File: config.mk
export PLATFORM = sky130hd
export DESIGN_NAME = hsv_pixel_sequencer
export DESIGN_NICKNAME = d
export VERILOG_FILES = /design/src/rtl/hsv_seq_pkg.sv /design/src/rtl/pix_fifo.sv /design/src/rtl/hsv_pixel_sequencer.sv
export SDC_FILE = /design/constraint.sdc
export NUM_CORES = 1
export LEC_CHECK = 0
export BUFFER_PORTS_ARGS = -buffer_cell sky130_fd_sc_hd__buf_2
export CORE_MARGIN = 5
export CORE_UTILIZATION = 40
export CTS_CLUSTER_SIZE = 10
export DETAILED_ROUTE_END_ITERATION = 10
export PLACE_DENSITY = 0.59
export SETUP_SLACK_MARGIN = 0.02
export SYNTH_ARGS = -nofsm -noshare
export SYNTH_HDL_FRONTEND = slang
export SYNTH_HIERARCHICAL = 1
export SYNTH_SLANG_ARGS = --single-unit
File: constraint.sdc
create_clock -name clk -period 6.9 [get_ports clk]
set_input_delay 1.38 -clock clk [delete_from_list [all_inputs] [get_ports clk]]
set_output_delay 1.38 -clock clk [all_outputs]
set_load 0.02 [all_outputs]
File: src/rtl/hsv_seq_pkg.sv
// hsv_seq_pkg: shared widths and sequencer state encoding for the HSV pixel path.
package hsv_seq_pkg;
    localparam int PIX_W = 16;
    localparam int HUE_W = 9;
    localparam int CH_W  = 5;
    localparam int WD_W  = 8;

    typedef enum logic [2:0] {
        S_IDLE,
        S_ISSUE,
        S_ARM,
        S_BUSY,
        S_EMIT,
        S_RECOVER
    } state_e;
endpackage

File: src/rtl/pix_fifo.sv
// pix_fifo: synchronous first-word-fall-through FIFO with registered occupancy.
module pix_fifo #(
    parameter int W     = 8,
    parameter int DEPTH = 4
) (
    input  logic         clk,
    input  logic         res,
    input  logic         push,
    input  logic         pop,
    input  logic [W-1:0] din,
    output logic [W-1:0] dout,
    output logic         full,
    output logic         empty
);
    localparam int AW = $clog2(DEPTH);

    logic [W-1:0]  mem_q [DEPTH];
    logic [AW-1:0] wp_q, rp_q;
    logic [AW:0]   cnt_q;
    logic          wr, rd;

    assign full  = cnt_q == (AW+1)'(DEPTH);
    assign empty = cnt_q == '0;
    assign rd    = pop & ~empty;
    assign wr    = push & (~full | rd);
    assign dout  = mem_q[rp_q];

    always_ff @(posedge clk or posedge res) begin
        if (res) begin
            wp_q  <= '0;
            rp_q  <= '0;
            cnt_q <= '0;
            for (int i = 0; i < DEPTH; i++) mem_q[i] <= '0;
        end else begin
            if (wr) mem_q[wp_q] <= din;
            wp_q  <= wp_q + AW'(wr);
            rp_q  <= rp_q + AW'(rd);
            cnt_q <= cnt_q + (AW+1)'(wr) - (AW+1)'(rd);
        end
    end
endmodule

File: src/rtl/hsv_pixel_sequencer.sv
// hsv_pixel_sequencer: buffers coordinate-tagged pixels and runs them one at a time
// through the multicycle HSV converter, resetting the converter if it hangs.
module hsv_pixel_sequencer
    import hsv_seq_pkg::*;
#(
    parameter int FIFO_DEPTH = 4,
    parameter int WIDTH      = 640,
    parameter int XW         = 10,
    parameter int YW         = 9,
    parameter int TIMEOUT    = 32
) (
    input  logic             clk,
    input  logic             res,
    input  logic             in_valid,
    output logic             in_ready,
    input  logic [PIX_W-1:0] in_data,
    input  logic             in_sof,
    output logic             out_valid,
    input  logic             out_ready,
    output logic [HUE_W-1:0] out_hue,
    output logic [CH_W-1:0]  out_sat,
    output logic [CH_W-1:0]  out_val,
    output logic             out_hue_invalid,
    output logic [XW-1:0]    out_x,
    output logic [YW-1:0]    out_y,
    output logic             conv_read,
    output logic [PIX_W-1:0] conv_data,
    output logic             conv_res,
    input  logic             conv_done,
    input  logic [HUE_W-1:0] conv_hue,
    input  logic [CH_W-1:0]  conv_sat,
    input  logic [CH_W-1:0]  conv_val,
    input  logic             conv_hue_invalid,
    output logic             timeout_err
);
    localparam int EW = PIX_W + XW + YW;
    localparam int OW = 1 + HUE_W + 2 * CH_W + XW + YW;

    state_e          state_q, state_d;
    logic [EW-1:0]   hold_q, hold_d, f_dout;
    logic [OW-1:0]   out_q, out_d;
    logic [XW-1:0]   x_q, x_d, tag_x;
    logic [YW-1:0]   y_q, y_d, tag_y;
    logic [WD_W-1:0] wd_q, wd_d;
    logic            rec_q, err_q, err_d, read_q, valid_q;
    logic            accept, pop, f_full, f_empty, x_wrap, in_conv, expire, done_busy;

    assign accept = in_valid & in_ready;
    assign tag_x  = in_sof ? '0 : x_q;
    assign tag_y  = in_sof ? '0 : y_q;
    assign x_wrap = tag_x == XW'(WIDTH - 1);
    assign x_d    = accept ? (x_wrap ? '0 : tag_x + 1'b1) : x_q;
    assign y_d    = accept ? tag_y + YW'(x_wrap) : y_q;

    pix_fifo #(.W(EW), .DEPTH(FIFO_DEPTH)) u_fifo (
        .clk   (clk),
        .res   (res),
        .push  (accept),
        .pop   (pop),
        .din   ({in_data, tag_x, tag_y}),
        .dout  (f_dout),
        .full  (f_full),
        .empty (f_empty)
    );

    assign in_conv   = state_q == S_ARM || state_q == S_BUSY;
    assign done_busy = state_q == S_BUSY && conv_done;
    // ARM+BUSY get exactly TIMEOUT cycles; a done on the last of them still wins.
    assign expire    = in_conv && wd_q == WD_W'(TIMEOUT - 1);

    always_comb begin
        state_d = state_q;
        pop     = 1'b0;
        case (state_q)
            S_IDLE:    begin pop = !f_empty; state_d = f_empty ? S_IDLE : S_ISSUE; end
            S_ISSUE:   state_d = S_ARM;
            S_ARM:     state_d = expire ? S_RECOVER : (conv_done ? S_ARM : S_BUSY);
            S_BUSY:    state_d = done_busy ? S_EMIT : (expire ? S_RECOVER : S_BUSY);
            S_EMIT:    if (out_ready) begin pop = !f_empty; state_d = f_empty ? S_IDLE : S_ISSUE; end
            S_RECOVER: state_d = rec_q ? S_IDLE : S_RECOVER;
            default:   state_d = S_IDLE;
        endcase
        hold_d = pop ? f_dout : hold_q;
        wd_d   = in_conv ? wd_q + 1'b1 : '0;
        err_d  = err_q | (expire & ~done_busy);
        out_d  = done_busy ? {conv_hue_invalid, conv_hue, conv_sat, conv_val, hold_q[XW+YW-1:0]} : out_q;
    end

    always_ff @(posedge clk or posedge res) begin
        if (res) begin
            state_q <= S_IDLE;
            hold_q  <= '0;
            out_q   <= '0;
            x_q     <= '0;
            y_q     <= '0;
            wd_q    <= '0;
            rec_q   <= 1'b0;
            err_q   <= 1'b0;
            read_q  <= 1'b0;
            valid_q <= 1'b0;
        end else begin
            state_q <= state_d;
            hold_q  <= hold_d;
            out_q   <= out_d;
            x_q     <= x_d;
            y_q     <= y_d;
            wd_q    <= wd_d;
            rec_q   <= state_q == S_RECOVER;
            err_q   <= err_d;
            read_q  <= state_d == S_ISSUE;
            valid_q <= state_d == S_EMIT;
        end
    end

    assign in_ready    = !f_full && !res;
    assign {out_hue_invalid, out_hue, out_sat, out_val, out_x, out_y} = out_q;
    assign out_valid   = valid_q;
    assign conv_read   = read_q;
    assign conv_data   = hold_q[EW-1 -: PIX_W];
    assign conv_res    = res || state_q == S_RECOVER;
    assign timeout_err = err_q;
endmodule
Word level (Yosys, flattened, before mapping) --
Cells that the tools add are included.
Cells by class: add/subtract/negate cells 7, multiply operators 0, div/mod/pow operators 0, $lt $le $gt $ge 3, equality and inequality tests 10, shifts and indexed selects 0, mux-type cells 20, bitwise logic cells 11, reduce and logical (&&, ||, !) cells 11
Operators by type and width (count):
- $bwmux 140 | 1
- $mux 35 | 3
- $bmux 35 s2 | 1
- $demux 35 s2 | 1
- $mux 10 | 2
- $pmux 3 s6 | 1
- $mux 3 | 5
- $eq 3x3->1 const B | 4
- $add 10x1->10 const B | 1
- $eq 10x10->1 const B | 1
- $add 9x1->9 | 1
- $mux 9 | 1
- $add 8x1->8 const B | 1
- $eq 8x5->1 const B | 1
- $mux 8 | 1
- $eq 3x1->1 const B | 2
- $eq 3x2->1 const B | 2
- $ge 3x3->1 const B | 2
- $logic_not 3->1 | 2
- $not 2->3 | 2
- $add 2x1->2 | 2
- $and 1x1->1 | 4
- $logic_and 1x1->1 | 4
- $add 3x1->3 | 1
- other kinds (8) | 16
Word-level totals: flip-flop bits (word level) 255, bits in latches 0, RAM bits 0, ROM bits 0, input bits 42, output and inout bits 60, word-level logic and storage cells 79, memories kept 0

Longest topological paths before layout --
word-level depth 9, depth in mapped cells 13, depth with buffers taken out 10

Modules after synthesis --
Netlist, hierarchy kept.
By module, submodules not included:
- pix_fifo | instances 1, cells an instance 369, area an instance 6596.3 um^2, sequential area each 3678.5 um^2
- hsv_pixel_sequencer | instances 1, cells an instance 449, area an instance 4743.3 um^2, sequential area each 2702.6 um^2

Least setup slack after synthesis --
Ideal clock, no wire load.
kind input to output, start point in res, end point out conv_res, arrival time 4.224 ns, slack 1.296 ns, cell stages on the path 2, path buffers 0, path through inv_1 -> nand2_1
On the way: cells in the longest elaborated chain, start to end 1
RTL lines:
- start, declared | line hsv_pixel_sequencer.sv:13 | input logic res,
- $logic_or 1x1->1 | line hsv_pixel_sequencer.sv:120 | assign conv_res = res || state_q == S_RECOVER;
- end, declared | line hsv_pixel_sequencer.sv:28 | output logic conv_res,
No other way between the ends.

Worst setup path in the final report --
start point reg u_fifo.cnt_q[1], end point reg u_fifo/mem_q[138] (netlist bit)
On the way: cells in the longest elaborated chain, start to end 7, elaborated cells on any way between the ends 13, those cells by class eq/ne: 1; mux: 2; bitwise: 6; reduce/logical: 4
RTL lines:
- start, declared | line pix_fifo.sv:19 | logic [AW:0] cnt_q;
- start signal, assigned | line pix_fifo.sv:38 | cnt_q <= cnt_q + (AW+1)'(wr) - (AW+1)'(rd);
- $logic_not 3->1 (*) | line pix_fifo.sv:23 | assign empty = cnt_q == '0;
- net f_empty | line hsv_pixel_sequencer.sv:46 | logic accept, pop, f_full, f_empty, x_wrap, in_conv, expire, done_busy;
- $logic_not 1->1 | line hsv_pixel_sequencer.sv:75, hsv_pixel_sequencer.sv:79
- $mux 1 | line hsv_pixel_sequencer.sv:79 | S_EMIT: if (out_ready) begin pop = !f_empty; state_d = f_empty ? S_IDLE : S_ISSUE; end
- $pmux 1 s2 | line hsv_pixel_sequencer.sv:74 | case (state_q)
- $and 1x1->1 (*) | line pix_fifo.sv:24 | assign rd = pop & ~empty;
- $or 1x1->1 (*) | line pix_fifo.sv:25 | assign wr = push & (~full | rd);
- $and 1x1->1 (*) | line pix_fifo.sv:25
- end signal, assigned by index | line pix_fifo.sv:35 | if (wr) mem_q[wp_q] <= din;
- end, declared | line pix_fifo.sv:17 | logic [W-1:0] mem_q [DEPTH];
The timed path passes the listed nets; every way through them passes the cells marked *. A chain may end at the register's enable or synchronous reset.

==> flow_summary.ini <==
[run_status]
status = finished clean

[sta]
relSlewSlack_pct = 24.9
setup_violations = 0
tns_ns = 0
min_period_over_period_pct = 59.6
final-max-slew-violation-count = 0
rsz0062_at_grt = false
period_needed_ns = 4.11
fin_worst_skew_ns = 0.00866
tightest_slew_ns = 1.12
fmax_mhz = 243
hold_viol = 0

[global_route]
grt-ovfl-total = 0
use_met1_pct = 20.8
track_usage_pct = 14.5
grt_max_degree = 79
met2_usage_pct = 23.2
grt_pass1_vias = 6838
antenna_found_initial = 1
globalRouteMet3Util_pct = 2.35
grt_pass1_wl_um = 37300
grt.busiest_layer = met2

[floorplan]
die_w_um = 178
ios = 102
initial_core_util_pct = 40.7
die-area_um2 = 31800
die_h_um = 178
row_count = 61
core_area_um2 = 27900

[clocking]
cts_tree = built
cts_sinks = 255
cts_resized = 0
insertion_delay_ns = 0.54
clk_pin_slew_worst_paths_ns = 0.06
clock_path_buffers = 3
htree_levels = 1
post_cts_buffers = 0
numCtsBuffers = 30
root_buffer = clkbuf_16
cts_hold_buf = 0

[synth]
synth_nets = 868
synth_top_area_share_pct = 56.3
yosys.area.top_type = dfrtp_1
ys_top_cells_by_area = dfrtp_1 (56%), mux2_2 (15%), mux4_2 (7.0%)
synth_top_flop_cell = dfrtp_1
syn_inst = 818
synth_cell_type_count = 52
synthesis.area_um2 = 11300
avgSynthCellArea_um2 = 13.9
ys.warnings.count = 6
synth_common_cells = dfrtp_1 (255), mux2_2 (148), nand2_1 (130)
synth-edff-count = 0
synthArstFlopShare_pct = 100
yosysSeqAreaShare_pct = 56.3
ys_ff_latch = 255
synth_most_common_cell = dfrtp_1

[drt]
ant_nets = 0
drt_iter0_markers = 341
wl_um = 22800
drc = 0
vias = 6530
firstDrtPassIters = 4
viasPerCell = 5.08
wl_per_cell_um = 17.8

[setup_path]
critPathBufInv = 2
path_cells = nor3_1 > or4_4 > inv_2 > nor4b_4 > or4_2 > buf_4 > mux2_2
reg2reg_slack_ns = 2.79
worstSetupPathType = flop to flop
cp-start-kind = flop
crit_required_ns = 7.32
critPathMaxStageDelay_ns = 0.66
critical_path.max_fanout = 38
rr_worst_depth = 7
arrival_ns = 4.53
rr_endpoint = u_fifo/mem_q[138]
worstReg2RegStart = u_fifo/cnt_q[1]
end_kind = flop
critPathSlowestCell = nor3_1
cpLargestDelayFamily = simple AND/OR/NAND/NOR gates

[job]
drv_cap = 0

[place]
numPortBuffers = 101
place_congestion = 0.723
dp_cells = 1249
hpwl_um = 14600
placed_area_um2 = 12000

[pwr]
vdd_drop_max_uv = 260
p_per_area_nw_per_um2 = 394
p_leak_nw = 6.23

[layout]
design_area_um2 = 12800
fillers = 2524
synthToLayoutAreaGrowth_pct = 12.6
nets = 953
antenna_cells = 0
stdcell_count = 1285
drive_above_1_share_pct = 41.1

[min_path]
hold_end = wd_q[0]
hp-start = wd_q[0]
min_path_type = flop to flop
hold_path_depth = 1
[state kept, by name, summed over array words and instances (netlist names)]
name and count:
u_fifo/wp_q 2, u_fifo/rp_q 2, x_q 10, rec_q 1, y_q 9, out_valid 1, timeout_err 1, wd_q 8
u_fifo/mem_q 140, u_fifo/cnt_q 3, conv_read 1, out_q 39, hold_q 35, state_q 3
[logic make-up after synthesis]
logic type	synth area share, %
buf+inv	4.60
simple gates	8.96
compound gates	2.46
flops	56.3
fa+ha+maj	0.949
mux	25.9
xor+xnor	0.850
[area by class of cell]
cell class | count | area [um2] | area share, %
Sequential cell | 255 | 6380 | 50.0
Multi-Input combinational cell | 491 | 4460 | 34.9
Clock buffer | 34 | 807 | 6.32
Timing Repair Buffer | 111 | 581 | 4.55
Tap cell | 378 | 473 | 3.70
Inverter | 14 | 60.1 | 0.470
Clock inverter | 2 | 13.8 | 0.108
[power breakdown]
group	internal (mW)	switching [mW]
clock network	0.809	0.560
logic	0.745	0.789
registers	1.90	0.224
[placed cells by master, fill, tap and decap left out, types with 2 or more instances in the layout]
cell type,Yosys,layout
a21oi_1,7,7
and3_1,4,4
nor2_1,14,14
nand2_1,130,130
mux2_1,2,2
inv_1,12,10
dfrtp_1,255,254
nor4b_4,2,2
nor3_1,3,3
mux2_2,148,148
inv_6,0,2
mux2_4,30,30
nand3_1,12,11
ha_1,7,7
and4_1,2,2
xor2_1,8,8
a31oi_1,3,3
mux4_2,35,35
a21o_1,2,2
o31ai_1,8,8
buf_4,21,10
nand2b_1,3,3
o21ai_0,16,16
xnor2_1,3,3
clkbuf_8,0,2
clkbuf_16,0,31
and2_1,3,3
nor4_1,2,2
nand4_1,6,6
nor2b_1,21,21
buf_2,9,101
inv_2,2,2
[layer usage]
| layer | routed length, um | up-vias |
|---|---|---|
| li1 | - | 3012 |
| met1 | 10700 | 3353 |
| met2 | 10600 | 125 |
| met3 | 1060 | 38 |
| met4 | 454 | 2 |
| met5 | 7 | - |
[worst register-to-register path, stage by stage, from the launching register on]
cell	delay, ns
dfrtp_1	0.47
nor3_1	0.66
or4_4	0.57
inv_2	0.46
nor4b_4	0.61
or4_2	0.22
buf_4	0.58
mux2_2	0.41
[how the worst max path moves through the flow]
stage | start | endpoint | slack, ns | cells after the start
5_1_grt | u_fifo/cnt_q[1] | u_fifo/mem_q[137] | 2.57 | 7
4_1_cts | out_ready | u_fifo/mem_q[59] | 2.73 | 8
6_report | u_fifo/cnt_q[1] | u_fifo/mem_q[138] | 2.79 | 7
3_5_place_dp | out_ready | u_fifo/mem_q[38] | 2.17 | 8
2_1_floorplan | res | conv_res | 1.30 | 2
3_3_place_gp | out_ready | u_fifo/mem_q[57] | 2.24 | 8
[through the flow]
stage               util (%)  worst slack, ns  power (mW)  hold WS (ns)
floorplan                  -             1.30        3.42         0.424
global placement        42.9             2.24        3.68         0.441
detailed placement      42.9             2.17        3.72         0.445
CTS                     45.8             2.73        5.12         0.452
global route            45.8             2.57        5.34         0.482
finish                  45.8             2.79        5.03         0.454
Power figures use the tool's default switching activity.
